===== src/rtl/trng_pkg.sv =====
// Shared types and sizing helpers for the TRNG bit collector.
package trng_pkg;

    typedef enum logic [1:0] {
        ST_IDLE,
        ST_WARMUP,
        ST_COLLECT,
        ST_FAIL
    } state_t;

    localparam logic [1:0] CAUSE_NONE = 2'b00;
    localparam logic [1:0] CAUSE_RCT  = 2'b01;
    localparam logic [1:0] CAUSE_APT  = 2'b10;
    localparam logic [1:0] CAUSE_BOTH = 2'b11;

    // Bits needed to hold values 0..max_val inclusive.
    function automatic int cnt_w(input int max_val);
        return (max_val < 2) ? 1 : $clog2(max_val + 1);
    endfunction

endpackage


===== src/rtl/trng_health_test.sv =====
// Continuous repetition-count and adaptive-proportion tests on the sampled stream.
module trng_health_test
    import trng_pkg::*;
#(
    parameter int RCT_CUTOFF = 32,
    parameter int APT_WINDOW = 512,
    parameter int APT_CUTOFF = 410
) (
    input  logic clk,
    input  logic rst,
    input  logic sample,
    input  logic sample_strobe,
    input  logic restart,
    output logic rct_trip,
    output logic apt_trip
);

    localparam int RW = cnt_w(RCT_CUTOFF);
    localparam int AW = cnt_w(APT_WINDOW);

    logic          first_q;
    logic          prev_q;
    logic [RW-1:0] run_q, run_nx;
    logic          ref_q, ref_nx;
    logic [AW-1:0] win_q;
    logic [AW-1:0] apt_q, apt_nx;

    // Trips are evaluated on the incoming sample so the top can react on the same edge.
    always_comb begin
        run_nx   = (first_q || (sample != prev_q)) ? RW'(1) : run_q + 1'b1;
        ref_nx   = (win_q == '0) ? sample : ref_q;
        apt_nx   = (win_q == '0) ? AW'(1) : apt_q + AW'(sample == ref_q);
        rct_trip = sample_strobe && (run_nx >= RW'(RCT_CUTOFF));
        apt_trip = sample_strobe && (apt_nx >= AW'(APT_CUTOFF));
    end

    always_ff @(posedge clk or posedge rst) begin
        if (rst) begin
            first_q <= 1'b1;
            prev_q  <= 1'b0;
            run_q   <= '0;
            ref_q   <= 1'b0;
            win_q   <= '0;
            apt_q   <= '0;
        end else if (restart) begin
            first_q <= 1'b1;
            prev_q  <= 1'b0;
            run_q   <= '0;
            ref_q   <= 1'b0;
            win_q   <= '0;
            apt_q   <= '0;
        end else if (sample_strobe) begin
            first_q <= 1'b0;
            prev_q  <= sample;
            run_q   <= run_nx;
            ref_q   <= ref_nx;
            apt_q   <= apt_nx;
            win_q   <= (win_q == AW'(APT_WINDOW - 1)) ? '0 : win_q + 1'b1;
        end
    end

endmodule


===== src/rtl/trng_bit_collector.sv =====
// Decimates the raw ring-generator bit, runs health tests, and packs accepted bits into words.
module trng_bit_collector
    import trng_pkg::*;
#(
    parameter int WORD_W      = 32,
    parameter int DECIM       = 4,
    parameter int WARMUP_BITS = 256,
    parameter int RCT_CUTOFF  = 32,
    parameter int APT_WINDOW  = 512,
    parameter int APT_CUTOFF  = 410
) (
    input  logic              clk,
    input  logic              rst,
    input  logic              en,
    input  logic              clear_fail,
    input  logic              bit_in,
    output logic              out_valid,
    input  logic              out_ready,
    output logic [WORD_W-1:0] out_data,
    output logic              health_fail,
    output logic [1:0]        fail_cause,
    output logic [15:0]       drop_cnt
);

    localparam int DW = cnt_w(DECIM);
    localparam int BW = cnt_w(WORD_W);
    localparam int WW = cnt_w(WARMUP_BITS);

    state_t            state, state_nx;
    logic [DW-1:0]     decim_cnt;
    logic [BW-1:0]     bit_cnt;
    logic [WW-1:0]     warm_cnt;
    logic [WORD_W-1:0] shreg;
    logic              active, strobe, trip, take, restart, word_done;
    logic              rct_trip, apt_trip;

    trng_health_test #(
        .RCT_CUTOFF(RCT_CUTOFF),
        .APT_WINDOW(APT_WINDOW),
        .APT_CUTOFF(APT_CUTOFF)
    ) u_health (
        .clk          (clk),
        .rst          (rst),
        .sample       (bit_in),
        .sample_strobe(strobe),
        .restart      (restart),
        .rct_trip     (rct_trip),
        .apt_trip     (apt_trip)
    );

    always_ff @(posedge clk or posedge rst) begin
        if (rst) state <= ST_IDLE;
        else     state <= state_nx;
    end

    always_comb begin
        state_nx = state;
        case (state)
            ST_IDLE:   if (en) state_nx = ST_WARMUP;
            ST_WARMUP, ST_COLLECT: begin
                if (trip)     state_nx = ST_FAIL;
                else if (!en) state_nx = ST_IDLE;
                else if (state == ST_WARMUP && take && warm_cnt == WW'(WARMUP_BITS - 1))
                    state_nx = ST_COLLECT;
            end
            ST_FAIL:   if (clear_fail) state_nx = ST_WARMUP;
            default:   state_nx = ST_IDLE;
        endcase
    end

    // A strobe that trips, or lands while en is low, never reaches the packer.
    always_comb begin
        active    = (state == ST_WARMUP) || (state == ST_COLLECT);
        strobe    = active && (decim_cnt == DW'(DECIM - 1));
        trip      = strobe && (rct_trip || apt_trip);
        take      = strobe && en && !trip;
        restart   = !active;
        word_done = take && (state == ST_COLLECT) && (bit_cnt == BW'(WORD_W - 1));
    end

    always_ff @(posedge clk or posedge rst) begin
        if (rst) begin
            decim_cnt <= '0;
            bit_cnt   <= '0;
            warm_cnt  <= '0;
            shreg     <= '0;
        end else if (!active) begin
            decim_cnt <= '0;
            bit_cnt   <= '0;
            warm_cnt  <= '0;
        end else begin
            decim_cnt <= strobe ? '0 : decim_cnt + 1'b1;
            if (take) begin
                if (state == ST_WARMUP) begin
                    warm_cnt <= warm_cnt + 1'b1;
                end else begin
                    shreg   <= {shreg[WORD_W-2:0], bit_in};
                    bit_cnt <= (bit_cnt == BW'(WORD_W - 1)) ? '0 : bit_cnt + 1'b1;
                end
            end
        end
    end

    always_ff @(posedge clk or posedge rst) begin
        if (rst) begin
            out_valid   <= 1'b0;
            out_data    <= '0;
            drop_cnt    <= '0;
            health_fail <= 1'b0;
            fail_cause  <= CAUSE_NONE;
        end else begin
            if (trip) begin
                out_valid <= 1'b0;
            end else if (word_done && (!out_valid || out_ready)) begin
                out_valid <= 1'b1;
                out_data  <= {shreg[WORD_W-2:0], bit_in};
            end else begin
                if (out_valid && out_ready) out_valid <= 1'b0;
                if (word_done && drop_cnt != 16'hFFFF) drop_cnt <= drop_cnt + 1'b1;
            end

            if (trip) begin
                health_fail <= 1'b1;
                fail_cause  <= (rct_trip && apt_trip) ? CAUSE_BOTH :
                               rct_trip               ? CAUSE_RCT  : CAUSE_APT;
            end else if (state == ST_FAIL && clear_fail) begin
                health_fail <= 1'b0;
                fail_cause  <= CAUSE_NONE;
            end
        end
    end

endmodule

===== config.mk =====
export PLATFORM = sky130hd
export DESIGN_NAME = trng_bit_collector
export DESIGN_NICKNAME = d
export VERILOG_FILES = /design/src/rtl/trng_pkg.sv /design/src/rtl/trng_health_test.sv /design/src/rtl/trng_bit_collector.sv
export SDC_FILE = /design/constraint.sdc
export NUM_CORES = 1
export LEC_CHECK = 0
export ABC_AREA = 1
export CORE_MARGIN = 8
export CORE_UTILIZATION = 24
export DETAILED_ROUTE_END_ITERATION = 12
export PLACE_DENSITY = 0.42
export RECOVER_POWER = 25
export SLEW_MARGIN = 25
export SYNTH_ARGS = -nofsm -noshare
export SYNTH_HDL_FRONTEND = slang
export SYNTH_SLANG_ARGS = --single-unit

===== constraint.sdc =====
create_clock -name clk -period 5.4 [get_ports clk]
set_clock_uncertainty 0.15 [all_clocks]
set_input_delay 0.81 -clock clk [delete_from_list [all_inputs] [get_ports clk]]
set_output_delay 0.81 -clock clk [all_outputs]
set_load 0.005 [all_outputs]

Word level (Yosys, flattened, before mapping)
Index checks and enable logic that the tools add are counted.
Widths: inputs -> output; s select.
{"block": "totals", "elab_cells": 119, "output_inout_bits": 52, "reg_bits": 132}
{"block": "op_classes", "add_sub_neg": 7, "order_cmp": 2, "muxes": 40, "reduce_logical": 33, "n_bitwise": 3, "n_eq_ne": 18}
{"cell": "$mux 10", "n": 6}
{"cell": "$mux 6", "n": 7}
{"cell": "$mux 9", "n": 3}
{"cell": "$mux 2", "n": 9}
{"cell": "$add 16x1->16 const B", "n": 1}
{"cell": "$ne 16x16->1 const B", "n": 1}
{"cell": "$logic_and 1x1->1", "n": 15}
{"cell": "$add 6x1->6 const B", "n": 2}
{"cell": "$mux 1", "n": 12}
{"cell": "$add 10x1->10", "n": 1}
{"cell": "$add 10x1->10 const B", "n": 1}
{"cell": "$eq 10x9->1 const B", "n": 1}
{"cell": "$ge 10x9->1 const B", "n": 1}
{"cell": "$logic_not 10->1", "n": 1}
{"cell": "$add 9x1->9 const B", "n": 1}
{"cell": "$eq 9x8->1 const B", "n": 1}
{"cell": "$reduce_and 3->1", "n": 3}
{"cell": "$ne 2x1->1 const B", "n": 4}
{"cell": "$reduce_and 2->1", "n": 4}
{"cell": "$eq 6x5->1 const B", "n": 1}
{"cell": "$ge 6x6->1 const B", "n": 1}
{"cell": "$mux 3", "n": 2}
{"cell": "$ne 2x2->1 const B", "n": 3}
{"cell": "$pmux 2 s3", "n": 1}
{"cell": "14 further kinds", "n": 21}

Depth between registers and ports, before layout
{"block": "logic_depth", "word_depth": 15, "mapped_depth": 20, "ltp_nobuf": 19}

Hierarchy
Synthesis repeated with hierarchy kept, for this count alone.
{"block": "unflattened", "cells_unflattened": 788, "area_unflattened_um2": 6556.3}
{"module": "trng_bit_collector", "area_each_um2": 4911.0, "n_inst": 1, "seq_area_each_um2": 2577.5, "cells_each": 582}
{"module": "trng_health_test", "area_each_um2": 1645.3, "n_inst": 1, "seq_area_each_um2": 726.9, "cells_each": 206}

Worst setup path after synthesis
OpenSTA, ideal clock, no wires.
{"block": "synth_path", "path_kind": "input port to flip-flop", "start": "in bit_in", "end": "reg drop_cnt[2]", "arrival_ns": 2.753, "n_path_buf": 1, "cell_stages": 19, "required_ns": 5.133, "path_slack_ns": 2.380, "cell_sequence": "xnor2_1 -> ha_1 -> ha_1 -> nand2_1 -> nor2_2 -> nand3_1 -> nand2_1 -> nor2_1 -> nor2_1 -> nand2_1 -> nand2_2 -> nand3_4 -> nor2_4 -> nand2_2 -> nor2_4 -> nand2_2 -> buf_2 -> nand2_1 -> nand2_1"}
{"block": "synth_between", "elab_chain_cells": 14}
{"element": "start, declared", "line_no": "trng_bit_collector.sv:16", "source": "input logic bit_in,"}
{"element": "$eq 1x1->1 or $ne 1x1->1 (tied branches)", "line_no": "trng_health_test.sv:32, trng_health_test.sv:30"}
{"element": "$add 10x1->10 or $logic_or 1x1->1 (tied branches)", "line_no": "trng_health_test.sv:32, trng_health_test.sv:30"}
{"element": "$mux 10 or $mux 6 (tied branches)", "line_no": "trng_health_test.sv:32, trng_health_test.sv:30"}
{"element": "$ge 10x9->1 or $ge 6x6->1 (tied branches)", "line_no": "trng_health_test.sv:34, trng_health_test.sv:33"}
{"element": "$logic_and 1x1->1 (on tied branches)", "line_no": "trng_health_test.sv:34, trng_health_test.sv:33"}
{"element": "$logic_or 1x1->1 (*)", "line_no": "trng_bit_collector.sv:75", "source": "trip = strobe && (rct_trip || apt_trip);"}
{"element": "$logic_and 1x1->1 (*)", "line_no": "trng_bit_collector.sv:75"}
{"element": "$logic_not 1->1", "line_no": "trng_bit_collector.sv:76", "source": "take = strobe && en && !trip;"}
{"element": "$logic_and 1x1->1", "line_no": "trng_bit_collector.sv:76"}
{"element": "$logic_and 1x1->1 (2 in series)", "line_no": "trng_bit_collector.sv:78", "source": "word_done = take && (state == ST_COLLECT) && (bit_cnt == BW'(WORD_W - 1));"}
{"element": "$logic_and 1x1->1", "line_no": "trng_bit_collector.sv:114", "source": "end else if (word_done && (!out_valid || out_ready)) begin"}
{"element": "$not 1->1 (no line)"}
{"element": "$reduce_and 3->1 (no line) (*)"}
{"element": "end signal, assigned", "line_no": "trng_bit_collector.sv:119", "source": "if (word_done && drop_cnt != 16'hFFFF) drop_cnt <= drop_cnt + 1'b1;"}
{"element": "end, declared", "line_no": "trng_bit_collector.sv:22", "source": "output logic [15:0] drop_cnt"}
Every way passes the cells marked *; elsewhere a longest branch is shown, timed or not.
A chain may end at the register's enable or synchronous reset.

Final worst setup path
{"block": "layout_path", "start": "in bit_in", "end": "reg drop_cnt[1]"}
The elaborated chain is that of the path after synthesis.

==> flow_summary.ini <==
[cells_and_area]
nFillCells = 2812
n_antenna_cell = 0
multiInputGateArea_sq_um = 2670
drive_gt1_share_pct = 6.94
seqCellArea_sq_um = 3300
final_nets = 858
syn2layout_area_growth_pct = 23.0

[timing]
maxSlewHeadroom_pct = -59.1
fin_tns_setup_ps = 0
worst_slew_pin_slew_ps = 2390
rsz0062_at_grt = no
finalHoldViolations = 0
slew_violations = 109
layout_setup_ws_ps = 1420
max_freq_mhz = 252
period_minus_slack_ps = 3980
setup_viol = 0
fin_crit_sh_pct = 73.6

[clock_network]
clock_sinks = 132
cts_tree = yes
insertion_delay_ps = 420
cts_setup_buffers = 0
hold_buffers = 0
cts_resized = 0
cts.path.max_buffers = 2
clk_pin_slew_worst_paths_ps = 60
clock_tree.htree_level_count = 4
cts-root-buf = clkbuf_16
numCtsBuffers = 17

[die]
core-area_sq_um = 26100
start_util_pct = 24.5
die_x_um = 179
rows = 59
die-area_sq_um = 32100
ioPinCount = 58
die_y_um = 179

[setup_path]
cp-start-kind = primary input
r2r_slack_ps = 1810
crit_path_cell_trace = clkdlybuf4s50_1 -> xnor2_1 -> ha_1 -> ha_1 -> nand2_1 -> nor2_2 -> nand3_1 -> nand2_1 -> nor2_1 -> nor2_1 -> nand2_1 -> nand2_2 -> nand3_4 -> nor2_4 -> nand2_2 -> nor2_4 -> buf_4 -> nand2_2 -> nand2_1 -> nand2_1
crit_fanout = 49
cp-end-kind = flop
cp_slowest_stage_delay_ps = 510
path_class = primary input to flop
cp.arrival_ps = 4130
critPathRequiredTime_ps = 5550
critical-path-slowest-cell = clkdlybuf4s50_1
path_common_cell = nand2_1

[synthesis]
syn_area_sq_um = 6390
syn_avg_cell_area_sq_um = 8.16
netlist_instances = 783
synth_top_area_share_pct = 51.3
synth-edff-count = 0
ys_async_sr_fraction_pct = 100
ys_warn_count = 0
synth_largest_area_cell = dfrtp_1
ys_seq_elements = 132
netlist_top_cells_count = 276 x nand2_1, 131 x dfrtp_1, 92 x nand3_1
synth.area.top_cells = dfrtp_1 51%, nand2_1 16%, nand3_1 7.2%
synth_flop_cell = dfrtp_1
synth.most_common_cell = nand2_1
syn-num-nets = 804
synth_cell_types = 34
ys_seq_area_share_pct = 51.7

[status]
violations = max-capacitance violations, max-slew violations
status = finished with violations

[drt]
vias_per_cell = 4.32
wl_met1_mm = 7.85
drc = 0
wl_per_cell_um = 13.0
drt-initial-drc-count = 321
wl_met2_mm = 6.71
route.met3.wl_um = 644
ant_nets = 0
wirelength_mm = 15.4
dr.max_layer_used = met4
vias = 5122
dr.pass1.iters = 5

[place]
io_buffers = 57
place_ws_ps = 964
place.gp.congestion = 0.749
dp_hpwl_mm = 10.1

[power]
leakagePower_nw = 3.75
power.density_nw_per_um2 = 334
vdd_drop_max_v = 0.000173

[grt]
grt_first_pass_wirelength_mm = 26.1
grt_max_degree = 109
antenna_found_initial = 0
gr-total-overflow = 0
grt_pass1_vias = 5078
track_usage_pct = 10.2

[run]
drv_cap = 1

[min_path]
min_path_type = flop to flop
## cell usage in the layout, fill, tap and decap left out, drive strengths merged
master           n
a21oi            5
a31oi            1
a32o             1
buf              4
bufinv           2
clkbuf          18
clkdlybuf4s50   56
clkinv           6
clkinvlp         5
dfrtp          131
dfstp            1
dlygate4sd3      1
ha              15
inv             75
nand2          281
nand3           93
nand3b           3
nand4            8
nor2            45
nor3            14
nor4             3
o211ai           1
o21ai           43
o21bai           1
o22ai            7
o31ai            1
o32ai            2
or2              3
xnor2            6
xor2            18
## sequential cells by signal, indices dropped and copies added, names as in the netlist
register,cells
shreg,31
drop_cnt,16
health_fail,1
u_health.win_q,10
u_health.prev_q,1
out_valid,1
bit_cnt,6
warm_cnt,9
u_health.ref_q,1
decim_cnt,3
u_health.first_q,1
u_health.run_q,6
u_health.apt_q,10
fail_cause,2
out_data,32
state,2
## cell type report
cell class | instances | share of cell area, %
Clock buffer | 17 | 5.41
Clock inverter | 15 | 2.01
Inverter | 73 | 3.53
Multi-Input combinational cell | 551 | 34.0
Sequential cell | 132 | 42.0
Tap cell | 335 | 5.33
Timing Repair Buffer | 62 | 7.69
## report_power, final
| part | internal (mW) | total, mW | switching [mW] | leakage, nW |
|---|---|---|---|---|
| clock network | 0.682 | 1.15 | 0.464 | 0.276 |
| registers | 1.04 | 1.08 | 0.0395 | 1.83 |
| logic | 0.0998 | 0.401 | 0.301 | 1.65 |
## logic make-up (layout without fill, tap and decap cells)
| group | Yosys count | count (layout) | synth area share [%] |
|---|---|---|---|
| AO/OA/AOI/OAI | 62 | 62 | 5.33 |
| XOR/XNOR | 24 | 24 | 3.29 |
| adder cells (fa/ha/maj) | 15 | 15 | 2.94 |
| buffers and inverters | 100 | 167 | 6.48 |
| flip-flops | 132 | 132 | 51.7 |
| AND/OR/NAND/NOR | 450 | 450 | 30.3 |
## path summary, 6_finish.rpt
kind / startpoint / cells after the start / to
max: bit_in / 20 / drop_cnt[1]
min: decim_cnt[0] / 1 / decim_cnt[0]
max reg2reg: state[0] / 15 / drop_cnt[1]
min reg2reg: decim_cnt[0] / 1 / decim_cnt[0]
max in group asynchronous: rst / 3 / u_health.first_q
min in group asynchronous: rst / 2 / u_health.run_q[1]
## stage by stage
stage | total power [mW] | instances | instance area [sq um] | hold slack [ps] | util (%)
2_1_floorplan | 1.39 | 783 | 6390 | 260 | -
3_3_place_gp | 1.52 | 1153 | 7280 | 279 | 27.9
3_5_place_dp | 1.52 | 1153 | 7280 | 281 | 27.9
6_report | 2.63 | 1185 | 7860 | 286 | 30.1
4_1_cts | 2.69 | 1185 | 7870 | 288 | 30.1
5_1_grt | 2.78 | 1185 | 7860 | 309 | 30.1
## metal layers
metal | up-vias | track usage, %
met5 | - | 0
li1 | 2624 | -
met4 | 0 | 3.23
met1 | 2412 | 13.4
met2 | 74 | 15.9
met3 | 12 | 2.89
## critical path: cells and delay by family
family	cells	cell delay [ps]
simple gates	15	1670
xor+xnor	1	260
fa+ha+maj	2	380
buf+inv	2	970
Note: power is estimated with default switching activity, not from simulation.
